<file path="src/rtl/armleocpu_storebuf_if.sv">
// Store buffer handshake bundle: execute-stage request channel, registered
// error report and the data-bus write channel.
// master = store requester / bus environment, slave = armleocpu_storebuf.
interface armleocpu_storebuf_if;
  // Request channel from execute stage
  logic        s_valid;
  logic        s_ready;
  logic [31:0] s_addr;
  logic [2:0]  s_type;
  logic [31:0] s_data;
  // Registered reject report
  logic        s_err_valid;
  logic        s_err_missaligned;
  logic        s_err_unknowntype;
  // Data-bus write channel
  logic        m_valid;
  logic        m_ready;
  logic [31:0] m_addr;
  logic [31:0] m_wdata;
  logic [3:0]  m_wstrb;

  modport master (
    output s_valid, s_addr, s_type, s_data, m_ready,
    input  s_ready, s_err_valid, s_err_missaligned, s_err_unknowntype,
           m_valid, m_addr, m_wdata, m_wstrb
  );

  modport slave (
    input  s_valid, s_addr, s_type, s_data, m_ready,
    output s_ready, s_err_valid, s_err_missaligned, s_err_unknowntype,
           m_valid, m_addr, m_wdata, m_wstrb
  );
endinterface

</file>
<file path="src/rtl/armleocpu_storebuf.sv">
// armleocpu_storebuf: store realigner + in-order store FIFO.
// Takes right-aligned store data, shifts it into the addressed byte lanes,
// builds the byte strobe, rejects misaligned / unknown-type stores with a
// registered one-cycle error pulse and drains legal stores to the data bus.
// Optional feature: define ARMLEOCPU_STOREBUF_BYPASS_EN to let a legal store
// presented while the FIFO is empty reach the bus in the same cycle.
module armleocpu_storebuf #(
  parameter int unsigned DEPTH      = 4,
  parameter int unsigned DEPTH_LOG2 = 2
) (
  input  logic                  clk,
  input  logic                  rst_n,
  armleocpu_storebuf_if.slave   bus,
  output logic [DEPTH_LOG2:0]   count,
  output logic                  empty
);

  // funct3 store encodings
  localparam logic [2:0] STORE_BYTE = 3'b000;
  localparam logic [2:0] STORE_HALF = 3'b001;
  localparam logic [2:0] STORE_WORD = 3'b010;

  localparam logic [DEPTH_LOG2:0] PTR_ONE = {{DEPTH_LOG2{1'b0}}, 1'b1};

  // Pointers carry an extra wrap bit so full and empty are distinguishable
  logic [DEPTH_LOG2:0]   wr_ptr;
  logic [DEPTH_LOG2:0]   rd_ptr;
  logic [DEPTH_LOG2-1:0] wr_idx;
  logic [DEPTH_LOG2-1:0] rd_idx;

  // Entry storage: word address, lane-aligned data, strobe
  logic [29:0] addr_mem [DEPTH];
  logic [31:0] data_mem [DEPTH];
  logic [3:0]  strb_mem [DEPTH];

  logic        full;
  logic [1:0]  off;
  logic [3:0]  req_strb;
  logic [31:0] lane_mask;
  logic [31:0] req_wdata;
  logic        req_mis;
  logic        req_unk;
  logic        req_legal;
  logic        accept;
  logic        push;
  logic        pop;
  logic        bypass_take;

  assign wr_idx = wr_ptr[DEPTH_LOG2-1:0];
  assign rd_idx = rd_ptr[DEPTH_LOG2-1:0];

  // Decode store type, check alignment and build strobe
  always_comb begin
    off      = bus.s_addr[1:0];
    req_strb = '0;
    req_mis  = 1'b0;
    req_unk  = 1'b0;
    case (bus.s_type)
      STORE_BYTE: req_strb = 4'b0001 << off;
      STORE_HALF: begin
        req_strb = 4'b0011 << off;
        req_mis  = off[0];
      end
      STORE_WORD: begin
        req_strb = 4'b1111;
        req_mis  = (off != 2'b00);
      end
      default: req_unk = 1'b1;
    endcase
  end

  // Shift data into its lanes; lanes outside the strobe are forced to zero
  always_comb begin
    lane_mask = {{8{req_strb[3]}}, {8{req_strb[2]}}, {8{req_strb[1]}}, {8{req_strb[0]}}};
    req_wdata = (bus.s_data << {off, 3'b000}) & lane_mask;
  end

  // FIFO status derived from the pointer pair
  always_comb begin
    empty = (wr_ptr == rd_ptr);
    full  = (wr_ptr[DEPTH_LOG2] != rd_ptr[DEPTH_LOG2]) &&
            (wr_ptr[DEPTH_LOG2-1:0] == rd_ptr[DEPTH_LOG2-1:0]);
    count = wr_ptr - rd_ptr;
  end

  // Request acceptance: ready only depends on occupancy, never on s_valid
  always_comb begin
    bus.s_ready = !full;
    req_legal   = !req_mis && !req_unk;
    accept      = bus.s_valid && !full;
  end

`ifdef ARMLEOCPU_STOREBUF_BYPASS_EN
  // Bus side: empty FIFO forwards a legal request straight through
  always_comb begin
    bypass_take = empty && bus.s_valid && req_legal;
    pop         = !empty && bus.m_ready;
    // A forwarded store that the bus takes this cycle never occupies an entry
    push        = accept && req_legal && !(bypass_take && bus.m_ready);
    if (bypass_take) begin
      bus.m_valid = 1'b1;
      bus.m_addr  = {bus.s_addr[31:2], 2'b00};
      bus.m_wdata = req_wdata;
      bus.m_wstrb = req_strb;
    end else begin
      bus.m_valid = !empty;
      bus.m_addr  = empty ? '0 : {addr_mem[rd_idx], 2'b00};
      bus.m_wdata = empty ? '0 : data_mem[rd_idx];
      bus.m_wstrb = empty ? '0 : strb_mem[rd_idx];
    end
  end
`else
  // Bus side: head of FIFO only; outputs read zero while empty
  always_comb begin
    bypass_take = 1'b0;
    pop         = !empty && bus.m_ready;
    push        = accept && req_legal;
    bus.m_valid = !empty;
    bus.m_addr  = empty ? '0 : {addr_mem[rd_idx], 2'b00};
    bus.m_wdata = empty ? '0 : data_mem[rd_idx];
    bus.m_wstrb = empty ? '0 : strb_mem[rd_idx];
  end
`endif

  // Pointer update; simultaneous push and pop leaves count unchanged
  always_ff @(posedge clk or negedge rst_n) begin
    if (!rst_n) begin
      wr_ptr <= '0;
      rd_ptr <= '0;
    end else begin
      if (push) wr_ptr <= wr_ptr + PTR_ONE;
      if (pop)  rd_ptr <= rd_ptr + PTR_ONE;
    end
  end

  // Entry write at the tail; storage needs no reset since reads are gated by empty
  always_ff @(posedge clk) begin
    if (push) begin
      addr_mem[wr_idx] <= bus.s_addr[31:2];
      data_mem[wr_idx] <= req_wdata;
      strb_mem[wr_idx] <= req_strb;
    end
  end

  // One-cycle error pulse for an accepted illegal request
  always_ff @(posedge clk or negedge rst_n) begin
    if (!rst_n) begin
      bus.s_err_valid       <= 1'b0;
      bus.s_err_missaligned <= 1'b0;
      bus.s_err_unknowntype <= 1'b0;
    end else begin
      bus.s_err_valid       <= accept && !req_legal;
      bus.s_err_missaligned <= accept && req_mis;
      bus.s_err_unknowntype <= accept && req_unk;
    end
  end

endmodule

</file>
<file path="src/flat_wrapper.sv">
// flat-port wrapper written by rule: the top's interface ports become plain ports
module armleocpu_storebuf_flat 
#(
  parameter int unsigned DEPTH      = 4,
  parameter int unsigned DEPTH_LOG2 = 2
)
  (clk, rst_n, count, empty, bus_s_valid, bus_s_addr, bus_s_type, bus_s_data, bus_m_ready, bus_s_ready, bus_s_err_valid, bus_s_err_missaligned, bus_s_err_unknowntype, bus_m_valid, bus_m_addr, bus_m_wdata, bus_m_wstrb);
  armleocpu_storebuf_if bus_i ();
  input  logic clk;
  input  logic rst_n;
  output logic [DEPTH_LOG2:0] count;
  output logic empty;
  input wire logic [$bits(bus_i.s_valid)-1:0] bus_s_valid;
  input wire logic [$bits(bus_i.s_addr)-1:0] bus_s_addr;
  input wire logic [$bits(bus_i.s_type)-1:0] bus_s_type;
  input wire logic [$bits(bus_i.s_data)-1:0] bus_s_data;
  input wire logic [$bits(bus_i.m_ready)-1:0] bus_m_ready;
  output wire logic [$bits(bus_i.s_ready)-1:0] bus_s_ready;
  output wire logic [$bits(bus_i.s_err_valid)-1:0] bus_s_err_valid;
  output wire logic [$bits(bus_i.s_err_missaligned)-1:0] bus_s_err_missaligned;
  output wire logic [$bits(bus_i.s_err_unknowntype)-1:0] bus_s_err_unknowntype;
  output wire logic [$bits(bus_i.m_valid)-1:0] bus_m_valid;
  output wire logic [$bits(bus_i.m_addr)-1:0] bus_m_addr;
  output wire logic [$bits(bus_i.m_wdata)-1:0] bus_m_wdata;
  output wire logic [$bits(bus_i.m_wstrb)-1:0] bus_m_wstrb;
  assign bus_i.s_valid = bus_s_valid;
  assign bus_i.s_addr = bus_s_addr;
  assign bus_i.s_type = bus_s_type;
  assign bus_i.s_data = bus_s_data;
  assign bus_i.m_ready = bus_m_ready;
  assign bus_s_ready = bus_i.s_ready;
  assign bus_s_err_valid = bus_i.s_err_valid;
  assign bus_s_err_missaligned = bus_i.s_err_missaligned;
  assign bus_s_err_unknowntype = bus_i.s_err_unknowntype;
  assign bus_m_valid = bus_i.m_valid;
  assign bus_m_addr = bus_i.m_addr;
  assign bus_m_wdata = bus_i.m_wdata;
  assign bus_m_wstrb = bus_i.m_wstrb;
  armleocpu_storebuf #(.DEPTH(DEPTH), .DEPTH_LOG2(DEPTH_LOG2)) u_core (.clk(clk), .rst_n(rst_n), .bus(bus_i), .count(count), .empty(empty));
endmodule
</file>
<file path="config.mk">
export PLATFORM = sky130hd
export DESIGN_NAME = armleocpu_storebuf_flat
export DESIGN_NICKNAME = d
export VERILOG_FILES = /design/src/rtl/armleocpu_storebuf_if.sv /design/src/rtl/armleocpu_storebuf.sv /design/src/flat_wrapper.sv
export SDC_FILE = /design/constraint.sdc
export NUM_CORES = 1
export LEC_CHECK = 0
export ABC_AREA = 1
export CAP_MARGIN = 30
export CELL_PAD_IN_SITES_DETAIL_PLACEMENT = 2
export CELL_PAD_IN_SITES_GLOBAL_PLACEMENT = 2
export CORE_MARGIN = 2
export CORE_UTILIZATION = 40
export CTS_CLUSTER_SIZE = 24
export DETAILED_ROUTE_END_ITERATION = 8
export GPL_ROUTABILITY_DRIVEN = 0
export PLACE_DENSITY_LB_ADDON = 0.1
export SETUP_SLACK_MARGIN = 0.15
export SLEW_MARGIN = 20
export SYNTH_ARGS = -nofsm -noshare
export SYNTH_HDL_FRONTEND = slang
export SYNTH_SLANG_ARGS = --single-unit
</file>
<file path="constraint.sdc">
create_clock -name clk -period 16.2 [get_ports clk]
set_input_delay 3.24 -clock clk [delete_from_list [all_inputs] [get_ports clk]]
set_output_delay 3.24 -clock clk [all_outputs]
set_load 0.01 [all_outputs]
</file>
==> flow_summary.ini <==
[setup_path]
critPathMaxFanout = 79
worstSetupPathType = reg2out
slowest_stage = dfrtp_4
start_kind = flop
cpPeakStageDelay_ns = 0.87
critPathArrivalTime_ns = 4.00
cp.required_ns = 12.96
path_cells = clkinv_2 -> buf_4 -> o21ai_0 -> a21oi_1 -> clkdlybuf4s50_1
reg2reg_from = u_core.rd_ptr[0]
critPathBufInv = 3
crit_family = buffers and inverters
worstReg2RegEnd = u_core.addr_mem[1][1]
r2r_slack_ns = 12.88
timing.critical_path.to_type = output pin
worstSetupStartpoint = u_core.rd_ptr[0]
worstRegToRegCells = 8

[sta]
finalSetupViolations = 0
worstMarginPinSlew_ns = 0.941
max_freq_mhz = 138
fin_crit_ns = 7.24
timing.final.crit_share_pct = 44.7
rsz0062_at_grt = no
slew_headroom_pct = 37.3
fin_skew_ns = 0.0185
hold_viol_final = 0
slew_violations = 0
tns_ns = 0

[clocking]
cts-buffers-inserted = 30
cts-hold-fix-buffers = 0
cts_setup_buffers = 0
insertion_delay_ns = 0.56
clockBufferDepth = 3
post_cts_resized = 0
cts_tree = yes
cts_sinks = 273
cts-root-buf = clkbuf_16
cts.clk_slew.worst_paths_ns = 0.06
h-tree-depth = 1

[synthesis]
yosys.area_share.simple_pct = 13.5
yosysWarningCount = 0
synthAdderAreaFrac_pct = 0.933
synth_top_family_by_area = simple AND/OR/NAND/NOR gates
synthCells = 1006
syn-cell-area_sq_um = 11500
synth_area_per_cell_sq_um = 11.5
yosysSeqAreaShare_pct = 70.7
ys_types = 33
synth-xor-area-share_pct = 0.228
synth_seq_cells = 273
synth_compound_area_share_pct = 10.9
synthMuxAreaShare_pct = 0.0868

[global_route]
grt_max_degree = 83
antenna_found_initial = 0
grt_pass1_vias = 9243
grt.total_usage_pct = 24.2
overflow = 0
grt_pass1_wl_um = 56100

[detailed_routing]
remaining_drc_errors = 0
drt_iter0_drc = 631
vias_per_cell = 5.39
finalWirelength_um = 36400
num_vias = 8293
routedWlPerCell_um = 23.7
dr.pass1.iters = 5
ant_nets = 0

[hold_path]
hold_start = u_core.rd_ptr[2]
min_to = u_core.rd_ptr[2]
hold_class = reg2reg
hold_depth = 2

[layout]
diodes = 0
drive_above_1_share_pct = 7.28
syn_to_final_growth_pct = 23.6
instances_no_fill = 1538
fin_nets = 1215

[job]
maxCapViolCount = 0

[floorplanning]
rows = 62
die_area_sq_um = 30200
die_w_um = 174
die_h_um = 174
core-area_sq_um = 28500
start_util_pct = 40.4
boundaryPins = 148

[placement]
dp_hpwl_um = 22500
portBuffers = 145
dp_cells = 1488

[power]
p_sw_share_pct = 37.5
p_comb_share_pct = 43.9
pwr-share-seq_pct = 32.5
irDropWorstVdd_v = 0.000145
p_sw_w = 0.00102
powerDensity_nw_per_um2 = 191
p_int_w = 0.00170
p_clk_share_pct = 23.6
p_leak_nw = 4.92

[status]
status = finished clean
-- power by group through the flow --
stage	clock (W)	sequential (W)	combinational, W
floorplan	0	0.000874	0.000605
global placement	0	0.000890	0.00114
detailed placement	0	0.000896	0.00120
CTS	0.000652	0.000883	0.00122
global route	0.000678	0.000889	0.00130
finish	0.000641	0.000883	0.00119
-- registers in the layout (all words and copies together), names as in the netlist --
signal                        flops
u_core.bus.s_err_valid            1
u_core.rd_ptr                     3
u_core.bus.s_err_missaligned      1
u_core.bus.s_err_unknowntype      1
u_core.addr_mem                 120
u_core.strb_mem                  16
u_core.wr_ptr                     3
u_core.data_mem                 128
-- stage by stage --
stage	setup slack (ns)	power (W)	instance area, sq um	hold WS, ns	util (%)
floorplan	6.94	0.00148	11500	0.462	-
global placement	9.47	0.00203	13200	0.500	46.4
detailed placement	9.44	0.00210	13400	0.562	46.8
CTS	8.87	0.00275	14300	0.581	49.9
global route	8.71	0.00287	14300	0.623	49.9
finish	8.96	0.00272	14300	0.578	49.9
-- synth_stat cells --
cell type	number	area share, %
edfxtp_1	264	69
o21ai_0	167	7.2
buf_6	1	0.098
clkbuf_1	18	0.59
buf_2	20	0.87
or2_2	7	0.38
nor2_4	1	0.098
nand3_4	1	0.15
o21ai_1	1	0.043
buf_4	12	0.78
ha_1	7	0.76
nor2_2	3	0.16
a31oi_4	1	0.18
xor2_1	3	0.23
buf_1	3	0.098
fa_1	1	0.17
inv_1	21	0.68
nand2_2	4	0.22
inv_2	5	0.16
nand3_2	1	0.087
conb_1	1	0.033
nand3_1	4	0.17
dfrtp_1	9	2.0
o21bai_1	3	0.20
nand2_1	62	2.0
clkbuf_2	8	0.35
a21oi_1	69	3.0
nor3b_1	4	0.26
a31oi_1	1	0.054
o31ai_4	1	0.18
nor3_4	1	0.14
nor2_1	301	9.8
mux2i_1	1	0.087
-- cell usage in the layout (no fill, tap or decap), types with 2 or more instances in the layout --
cell	synthesis	final
inv_1	21	21
nor2_4	1	2
clkbuf_16	0	31
a21oi_1	69	69
nand3_1	4	4
nor2_2	3	2
conb_1	1	2
clkinv_2	0	5
clkdlybuf4s50_1	0	145
nor2_1	301	301
o21bai_1	3	3
inv_2	5	4
xor2_1	3	3
clkinv_1	0	4
nand2_1	62	62
buf_4	12	9
buf_16	0	3
dfrtp_1	9	7
or2_2	7	7
clkbuf_1	18	7
nor3b_2	0	4
edfxtp_1	264	264
nand2_2	4	4
o21ai_0	167	167
ha_1	7	7
-- worst min-delay path: stages, from the launching register on --
cell,delay [ns]
dfrtp_1,0.41
nand2_1,0.09
nand2_1,0.05
-- area by class of cell --
cell class | instances | area, sq um
Timing Repair Buffer | 159 | 1630
Clock buffer | 38 | 802
Sequential cell | 273 | 8160
Tap cell | 384 | 480
Inverter | 26 | 98.8
Clock inverter | 12 | 90.1
Fill cell | 2847 | 14300
Multi-Input combinational cell | 646 | 2990
-- cells by family after synthesis --
group / Yosys count
xor gates and xnor gates: 3
other: 1
buffers and inverters: 88
DFF: 273
adders and majority gates: 8
AOI/OAI and AO/OA: 243
and+or+nand+nor: 389
muxes: 1
-- worst max path at each step --
stage,end,slack [ns],depth (start not counted)
detailed placement,u_core.addr_mem[1][2],9.44,8
CTS,bus_m_wdata[11],8.87,5
finish,bus_m_wdata[11],8.96,5
global route,bus_m_wdata[11],8.71,5
floorplan,u_core.addr_mem[0][0],6.94,6
global placement,u_core.addr_mem[1][2],9.47,7
-- layer usage --
metal / up-vias / GRT usage (%) / part of all wire, %
met2: 229 / 44.7 / 53
met1: 4263 / 30.9 / 42
li1: 3760 / - / -
met4: 0 / 4.87 / 1.6
met3: 41 / 2.59 / 4.0
met5: - / 0 / 0
No activity file was read; power rests on OpenSTA's default activity.
